## src/rtl/inst_cache_ctrl.sv

```systemverilog
// inst_cache_ctrl: direct-mapped instruction cache that hands the IFQ one
// 4-word line per hit. Lookup is combinational, and a miss starts a 4-beat
// line fill from instruction memory.
//
// Ports
//   Clk, Resetb        clock, synchronous active-low reset
//   Ifetch_WpPcIn      line address from the IFQ (bits [3:0] are zero)
//   Ifetch_ReadCache   the IFQ requests a line this cycle
//   IFQ_Flush          the IFQ is flushing; this has no effect on lookup or fill
//   Cache_Cd0..Cd3     words 0..3 of the indexed line (combinational)
//   Cache_ReadHit      Cd0..Cd3 are valid for Ifetch_WpPcIn (combinational)
//   Mem_Req/Mem_Addr   line-fill request and line base address (registered)
//   Mem_Ack            memory accepted the request
//   Mem_Rdata/Rvalid   fill data beats, word 0 first
//   Cache_MissCnt      saturating count of fills started
module inst_cache_ctrl #(
    parameter int unsigned INDEX_BITS = 5
) (
    input  logic        Clk,
    input  logic        Resetb,
    input  logic [31:0] Ifetch_WpPcIn,
    input  logic        Ifetch_ReadCache,
    input  logic        IFQ_Flush,
    output logic [31:0] Cache_Cd0,
    output logic [31:0] Cache_Cd1,
    output logic [31:0] Cache_Cd2,
    output logic [31:0] Cache_Cd3,
    output logic        Cache_ReadHit,
    output logic        Mem_Req,
    output logic [31:0] Mem_Addr,
    input  logic        Mem_Ack,
    input  logic [31:0] Mem_Rdata,
    input  logic        Mem_Rvalid,
    output logic [15:0] Cache_MissCnt
);

    localparam int unsigned TAG_BITS = 32 - 4 - INDEX_BITS;
    localparam int unsigned LINES    = 1 << INDEX_BITS;

    typedef enum logic [1:0] {
        S_IDLE = 2'd0,
        S_REQ  = 2'd1,
        S_FILL = 2'd2
    } state_t;

    state_t               state_q;
    logic [LINES-1:0]     valid_q;
    logic [TAG_BITS-1:0]  tag_ram  [LINES];
    logic [127:0]         data_ram [LINES];
    logic [27:0]          fill_line_q;
    logic [1:0]           beat_q;
    logic [31:0]          fill_buf_q [4];
    logic                 mem_req_q;
    logic [15:0]          miss_cnt_q;

    logic [INDEX_BITS-1:0] idx;
    logic [INDEX_BITS-1:0] fill_idx;
    logic [TAG_BITS-1:0]   tag;
    logic [TAG_BITS-1:0]   fill_tag;
    logic [127:0]          rd_line;
    logic                  lookup_hit;
    logic                  start_fill;

    // Byte offset bits and the flush input are intentionally not consumed.
    logic unused_inputs;
    assign unused_inputs = &{1'b0, Ifetch_WpPcIn[3:0], IFQ_Flush};

    assign idx      = Ifetch_WpPcIn[4 +: INDEX_BITS];
    assign tag      = Ifetch_WpPcIn[31 -: TAG_BITS];
    assign fill_idx = fill_line_q[0 +: INDEX_BITS];
    assign fill_tag = fill_line_q[27 -: TAG_BITS];

    // Hit path deliberately excludes IFQ_Flush and Mem_* to avoid a loop through the IFQ.
    assign lookup_hit    = valid_q[idx] && (tag_ram[idx] == tag);
    assign Cache_ReadHit = Ifetch_ReadCache && (state_q == S_IDLE) && lookup_hit;
    assign start_fill    = Ifetch_ReadCache && (state_q == S_IDLE) && !lookup_hit;

    assign rd_line   = data_ram[idx];
    assign Cache_Cd0 = rd_line[31:0];
    assign Cache_Cd1 = rd_line[63:32];
    assign Cache_Cd2 = rd_line[95:64];
    assign Cache_Cd3 = rd_line[127:96];

    assign Mem_Req       = mem_req_q;
    assign Mem_Addr      = {fill_line_q, 4'b0000};
    assign Cache_MissCnt = miss_cnt_q;

    // Line-fill FSM and control state.
    always_ff @(posedge Clk) begin
        if (!Resetb) begin
            state_q     <= S_IDLE;
            valid_q     <= '0;
            beat_q      <= 2'd0;
            miss_cnt_q  <= 16'd0;
            mem_req_q   <= 1'b0;
            fill_line_q <= 28'd0;
        end else begin
            case (state_q)
                S_IDLE: begin
                    if (start_fill) begin
                        fill_line_q <= Ifetch_WpPcIn[31:4];
                        beat_q      <= 2'd0;
                        mem_req_q   <= 1'b1;
                        state_q     <= S_REQ;
                        if (miss_cnt_q != 16'hFFFF) begin
                            miss_cnt_q <= miss_cnt_q + 16'd1;
                        end
                    end
                end
                S_REQ: begin
                    if (Mem_Ack) begin
                        mem_req_q <= 1'b0;
                        state_q   <= S_FILL;
                    end
                end
                S_FILL: begin
                    if (Mem_Rvalid) begin
                        beat_q <= beat_q + 2'd1;
                        if (beat_q == 2'd3) begin
                            valid_q[fill_idx] <= 1'b1;
                            state_q           <= S_IDLE;
                        end
                    end
                end
                default: state_q <= S_IDLE;
            endcase
        end
    end

    // Fill buffer and tag/data arrays; no reset, and writes are blocked while in reset.
    always_ff @(posedge Clk) begin
        if (Resetb && (state_q == S_FILL) && Mem_Rvalid) begin
            fill_buf_q[beat_q] <= Mem_Rdata;
            if (beat_q == 2'd3) begin
                data_ram[fill_idx] <= {Mem_Rdata, fill_buf_q[2], fill_buf_q[1], fill_buf_q[0]};
                tag_ram[fill_idx]  <= fill_tag;
            end
        end
    end

endmodule
```

## config.mk

```make
export PLATFORM = sky130hd
export DESIGN_NAME = inst_cache_ctrl
export DESIGN_NICKNAME = d
export VERILOG_FILES = /design/src/rtl/inst_cache_ctrl.sv
export SDC_FILE = /design/constraint.sdc
export NUM_CORES = 2
export LEC_CHECK = 0
export ABC_CLOCK_PERIOD_IN_PS = 20300
export CAP_MARGIN = 0
export CORE_ASPECT_RATIO = 2
export CORE_MARGIN = 2
export CORE_UTILIZATION = 44
export CTS_CLUSTER_DIAMETER = 200
export DETAILED_ROUTE_END_ITERATION = 8
export MAX_ROUTING_LAYER = met4
export PLACE_DENSITY_LB_ADDON = 0.1
export RECOVER_POWER = 25
export SLEW_MARGIN = 20
export SYNTH_ARGS = -nofsm -noshare
export SYNTH_HDL_FRONTEND = slang
export SYNTH_MEMORY_MAX_BITS = 65536
export SYNTH_SLANG_ARGS = --single-unit
```

## constraint.sdc

```tcl
create_clock -name Clk -period 20.3 [get_ports Clk]
set_clock_uncertainty 0.1 [all_clocks]
set_input_delay 3.045 -clock Clk [delete_from_list [all_inputs] [get_ports Clk]]
set_output_delay 3.045 -clock Clk [all_outputs]
set_load 0.05 [all_outputs]
```

=== Word level (Yosys, flattened, before mapping) ===
Memories as Yosys holds them, arrays and structs flattened.
Index checks and enable logic that the tools add are counted.

* Reduce and logical (&&, ||, !) cells: 17
* Bitwise operators: 1
* Eq/ne operators: 9
* Order comparisons: 3
* $add $sub $neg: 2
* Mux-type cells: 20

{| class="wikitable"
|+ Operators by type and width
! operator !! count
|-
| $or 32x32->32 || 1
|-
| $eq 23x23->1 || 1
|-
| $add 16x1->16 const B || 1
|-
| $ne 16x16->1 const B || 1
|-
| $lt 5x6->1 const B || 2
|-
| $mux 2 || 6
|-
| $reduce_and 3->1 || 4
|-
| $mux 1 || 9
|-
| $ne 2x2->1 const B || 4
|-
| $logic_and 1x1->1 || 7
|-
| $pmux 2 s3 || 1
|-
| $bmux 1 s5 || 1
|-
| $demux 1 s5 || 1
|-
| $ge 5x1->1 const B || 1
|-
| $eq 2x2->1 const B || 2
|-
| $pmux 2 s2 || 1
|-
| $reduce_and 4->1 || 1
|-
| $reduce_bool 2->1 || 2
|-
| $add 2x1->2 const B || 1
|-
| $eq 2x1->1 const B || 1
|-
| $logic_not 2->1 || 1
|-
| $pmux 1 s2 || 1
|-
| $reduce_and 2->1 || 1
|-
| $logic_not 1->1 || 1
|}

* Register bits after elaboration: 81
* Logic and storage cells: 61
* RAM bits: 4960
* Memories kept: 3

{| class="wikitable"
|+ Memory list
! memory !! words !! width !! rd ports !! clocked after Yosys merged registers in !! wr ports !! RTL line !! text
|-
| data_ram || 32 || 128 || 1 || 0 || 1 || 49 || <nowiki>logic [127:0] data_ram [LINES];</nowiki>
|-
| tag_ram || 32 || 23 || 1 || 0 || 1 || 48 || <nowiki>logic [TAG_BITS-1:0] tag_ram [LINES];</nowiki>
|-
| fill_buf_q || 4 || 32 || 3 || 0 || 1 || 52 || <nowiki>logic [31:0] fill_buf_q [4];</nowiki>
|}

=== Longest topological paths before layout ===
* Depth after elaboration: 7
* Depth in mapped cells: 18
* Depth with buffers taken out: 10

=== Worst setup path after synthesis ===
OpenSTA, ideal clock, no wires.

* Path kind: input to register
* Start point: input port Mem_Rvalid
* End point: memory data_ram[12][0] (enable)
* Arrival time: 9919 ps
* Data required time: 19534 ps
* Cell stages on the path: 4
* Buffers on the path: 1
* Setup slack: 9615 ps
* Cell sequence: nand3_1 or3_1 clkbuf_1 nor2_1

* Longest elaborated chain between the ends: 3

{| class="wikitable"
|+ Ends and longest elaborated chain
! item !! RTL line !! text
|-
| start, declared || 33 || <nowiki>input logic Mem_Rvalid,</nowiki>
|-
| $logic_and 1x1->1 || 132 || <nowiki>if (Resetb && (state_q == S_FILL) && Mem_Rvalid) begin</nowiki>
|-
| $mux 1 || 132 ||
|-
| $mux 1 (implied by the code) || 135 || <nowiki>data_ram[fill_idx] <= {Mem_Rdata, fill_buf_q[2], fill_buf_q[1], fill_buf_q[0]};</nowiki>
|-
| end, declared || 49 ||
|}

No other way between the ends.

=== Worst setup path in the final report ===
* Start point: input port Ifetch_WpPcIn[5]
* End point: output port Cache_Cd2[16]

* Longest elaborated chain between the ends: 1

{| class="wikitable"
|+ Ends and longest elaborated chain
! item !! RTL line !! text
|-
| start, declared || 21 || <nowiki>input logic [31:0] Ifetch_WpPcIn,</nowiki>
|-
| $mem_v2 32x128 || n/a ||
|-
| end, declared || 26 || <nowiki>output logic [31:0] Cache_Cd2,</nowiki>
|}

No other way between the ends.

==> impl_metrics.tcl <==
set metrics [dict create \
    outcome "finished with violations" \
    failed_checks "max-capacitance violations, max-slew violations" \
    peakVddDrop_uv 73.0 \
    antenna_found_initial 37 \
    hold_violations 0 \
    swShare_pct 21.4 \
    synth_edf_count 4928 \
    clock_sinks 5009 \
    syn_area_um2 190000 \
    slowest_delay_ps 920 \
    leakage_nw 66.5 \
    intPower_mw 16.4 \
    io_pins 248 \
    clk_pin_slew_ps 70 \
    cts_tree "done" \
    max_cap_viol_count 1 \
    vias 88400 \
    rsz0062_at_grt "no" \
    numCtsBuffers 440 \
    power_density_nw_per_um2 97.5 \
    post_cts_resized 0 \
    seq_area_frac_synth_pct 78.9 \
    r2r_setup_slack_ps 15220 \
    nets 8477 \
    finalSetupViolCount 0 \
    drt-initial-drc-count 9691 \
    layout_setup_ws_ps 7950 \
    port_buffers 238 \
    place_area_um2 199000 \
    worst_path_most_repeated_cell "buf_12" \
    endpoint_kind "output port" \
    grt_pass1_wl_um 748000 \
    die_w_um 468 \
    p_switching_mw 4.46 \
    ys_seq_elements 5009 \
    async_flop_share_pct 0 \
    hold_buffers 0 \
    die_area_um2 436000 \
    ant_nets 0 \
    ys_types 73 \
    design_area_um2 214000 \
    critPathKind "in2out" \
    cp_cell_sequence "buf_12 -> buf_4 -> buf_12 -> buf_12 -> buf_4 -> mux4_2 -> mux4_2 -> nand2_1 -> nand2_1 -> clkdlybuf4s50_1" \
    grt_max_degree 166 \
    worst_setup_path_start_kind "input pin" \
    yosysWarnings 0 \
    die_y_um 932 \
    htreeDepth 5 \
    syn2layout_area_growth_pct 13.0 \
    via_per_inst 6.12 \
    hold_path_class "reg2reg" \
    initial_core_util_pct 44.2 \
    dr.pass1.iters 5 \
    root_buffer "clkbuf_16" \
    row_count 340 \
    seqPwrFrac_pct 54.1 \
    drc_errors 0 \
    hpwl_um 271000 \
    pwr-share-comb_pct 4.9 \
    avgSynthCellArea_um2 24.0 \
    slew_headroom_pct -5.16 \
    critPathMaxFanout 146 \
    worst_pin_slew_ps 1580 \
    syn_inst 7885 \
    clock_power_share_pct 41.0 \
    clock_latency_ps 1000 \
    routed_wl_um 539000 \
    cts_buffer_depth 4 \
    crit_arrival_ps 9210 \
    overflow 0 \
    synth-main-ff-cell "edfxtp_1" \
    place_congestion 0.750 \
    worstPathRequired_ps 17150 \
    cts_setup_buffers 0 \
    finalCriticalPeriod_ps 12350 \
    first_global_vias 93500 \
    core_area_um2 429000 \
    dp_slack_ps 7490 \
    max_freq_mhz 81.0 \
    fin_crit_sh_pct 60.8 \
    drv_slew 33 \
    critPathSlowestCell "buf_4" \
    p_total_mw 20.9 \
    tns_ps 0 \
    grt_usage_pct 25.4 \
    routedWlPerCell_um 37.3 \
    drive_gt1_share_pct 27.5 \
]
[state kept, by name, summed over array words and instances, names as in the netlist]
| signal | count |
|---|---|
| Mem_Req | 1 |
| state_q | 2 |
| Cache_MissCnt | 16 |
| fill_line_q | 28 |
| fill_buf_q | 96 |
| data_ram | 4096 |
| valid_q | 32 |
| beat_q | 2 |
| tag_ram | 736 |
[layer usage]
layer	wire length, um	vias to the layer above	GRT usage (%)	part of all wire (%)
li1	-	34700	-	-
met1	212000	50100	33.1	39
met2	286000	2993	43.6	53
met3	28800	651	2.63	5.4
met4	12300	0	5.35	2.3
met5	0	-	-	0
[layout make-up]
| type | count | area (um^2) |
|---|---|---|
| fillers | 34000 | 215000 |
| well taps | 5643 | 7060 |
| clock buffers | 527 | 11700 |
| clock inverters | 275 | 2750 |
| diodes | 33 | 82.6 |
| repair buffers | 485 | 4560 |
| multi-input cells | 2458 | 38300 |
| flip-flops and latches | 5009 | 150000 |
| inverters | 8 | 45.0 |
[logic make-up after synthesis]
family | after synthesis | synth area share [%]
compound gates | 207 | 0.784
xor+xnor | 24 | 0.111
fa+ha+maj | 5 | 0.0330
buf+inv | 421 | 0.988
flops | 5009 | 78.9
mux | 1537 | 17.6
other cells | 1 | 0.00198
simple gates | 681 | 1.53
[worst paths after layout]
path,from,endpoint,depth (start not counted)
worst max-delay path,Ifetch_WpPcIn[5],Cache_Cd2[16],10
worst min-delay path,valid_q[23]$_SDFFE_PN0P_,valid_q[23]$_SDFFE_PN0P_,1
worst max register to register,state_q[1]$_SDFFE_PN0P_,data_ram[15][57]$_DFFE_PP_,6
worst min register to register,valid_q[23]$_SDFFE_PN0P_,valid_q[23]$_SDFFE_PN0P_,1
[layout by cell type, fill, tap and decap left out, types with 6 or more instances in the layout]
master and instances:
buf_2 24, nand2_1 469, diode_2 33, nor2_1 31, clkinv_1 87, nand3_1 49
nor4_1 8, xnor2_1 9, mux4_2 1437, nor3_1 10, nor3b_1 6, clkinv_4 6
a21oi_1 9, clkinvlp_4 29, buf_12 33, xor2_1 15, dfxtp_1 81, o221ai_1 11
a22o_1 7, a22oi_1 15, clkinv_2 90, nand2b_1 18, nand4_1 7, o21ai_0 39
clkbuf_1 84, a21o_1 32, bufinv_16 51, mux2i_1 84, mux2_2 16, a221oi_1 14
o22ai_1 23, nor2_4 32, nor2b_1 15, clkdlybuf4s50_1 206, clkbuf_16 454, edfxtp_1 4928
o211ai_1 6, buf_4 199
[metrics by stage]
stage	utilization [%]	hold slack (ps)	cells
2_1_floorplan	-	321	7888
3_3_place_gp	46.5	327	13600
3_5_place_dp	46.5	335	13600
4_1_cts	49.9	350	14400
5_1_grt	49.9	362	14400
6_report	49.9	350	14400
[cells in the mapped netlist, drive strengths merged (8+ instances only)]
| master | number | share of area (%) |
|---|---|---|
| edfxtp | 4928 | 78 |
| mux4 | 1437 | 17 |
| nand2 | 469 | 0.93 |
| clkbuf | 274 | 0.54 |
| buf | 139 | 0.43 |
| mux2i | 84 | 0.44 |
| dfxtp | 81 | 0.86 |
| nor2 | 63 | 0.12 |
| nand3 | 49 | 0.13 |
| o21ai | 45 | 0.12 |
| a21o | 32 | 0.13 |
| o22ai | 23 | 0.076 |
| nand2b | 18 | 0.059 |
| mux2 | 16 | 0.095 |
| a22oi | 15 | 0.059 |
| nor2b | 15 | 0.050 |
| xor2 | 15 | 0.069 |
| a221oi | 14 | 0.065 |
| o221ai | 11 | 0.051 |
| nor3 | 10 | 0.026 |
| a21oi | 9 | 0.024 |
| xnor2 | 9 | 0.042 |
| nor4 | 8 | 0.026 |
[power by group through the flow]
stage / Combinational (mW) / Clock [mW] / Sequential [mW]
6_report: 1.01 / 8.56 / 11.3
4_1_cts: 1.04 / 8.73 / 11.3
2_1_floorplan: 0.630 / 0 / 11.5
3_3_place_gp: 1.04 / 0 / 11.5
3_5_place_dp: 1.04 / 0 / 11.5
5_1_grt: 1.07 / 9.08 / 11.3
[worst max-delay path, delay by kind of cell]
family / cells / cell delay (ps)
buf+inv: 6 / 4070
mux: 2 / 900
simple gates: 2 / 350
(Power assumes the default switching activity.)
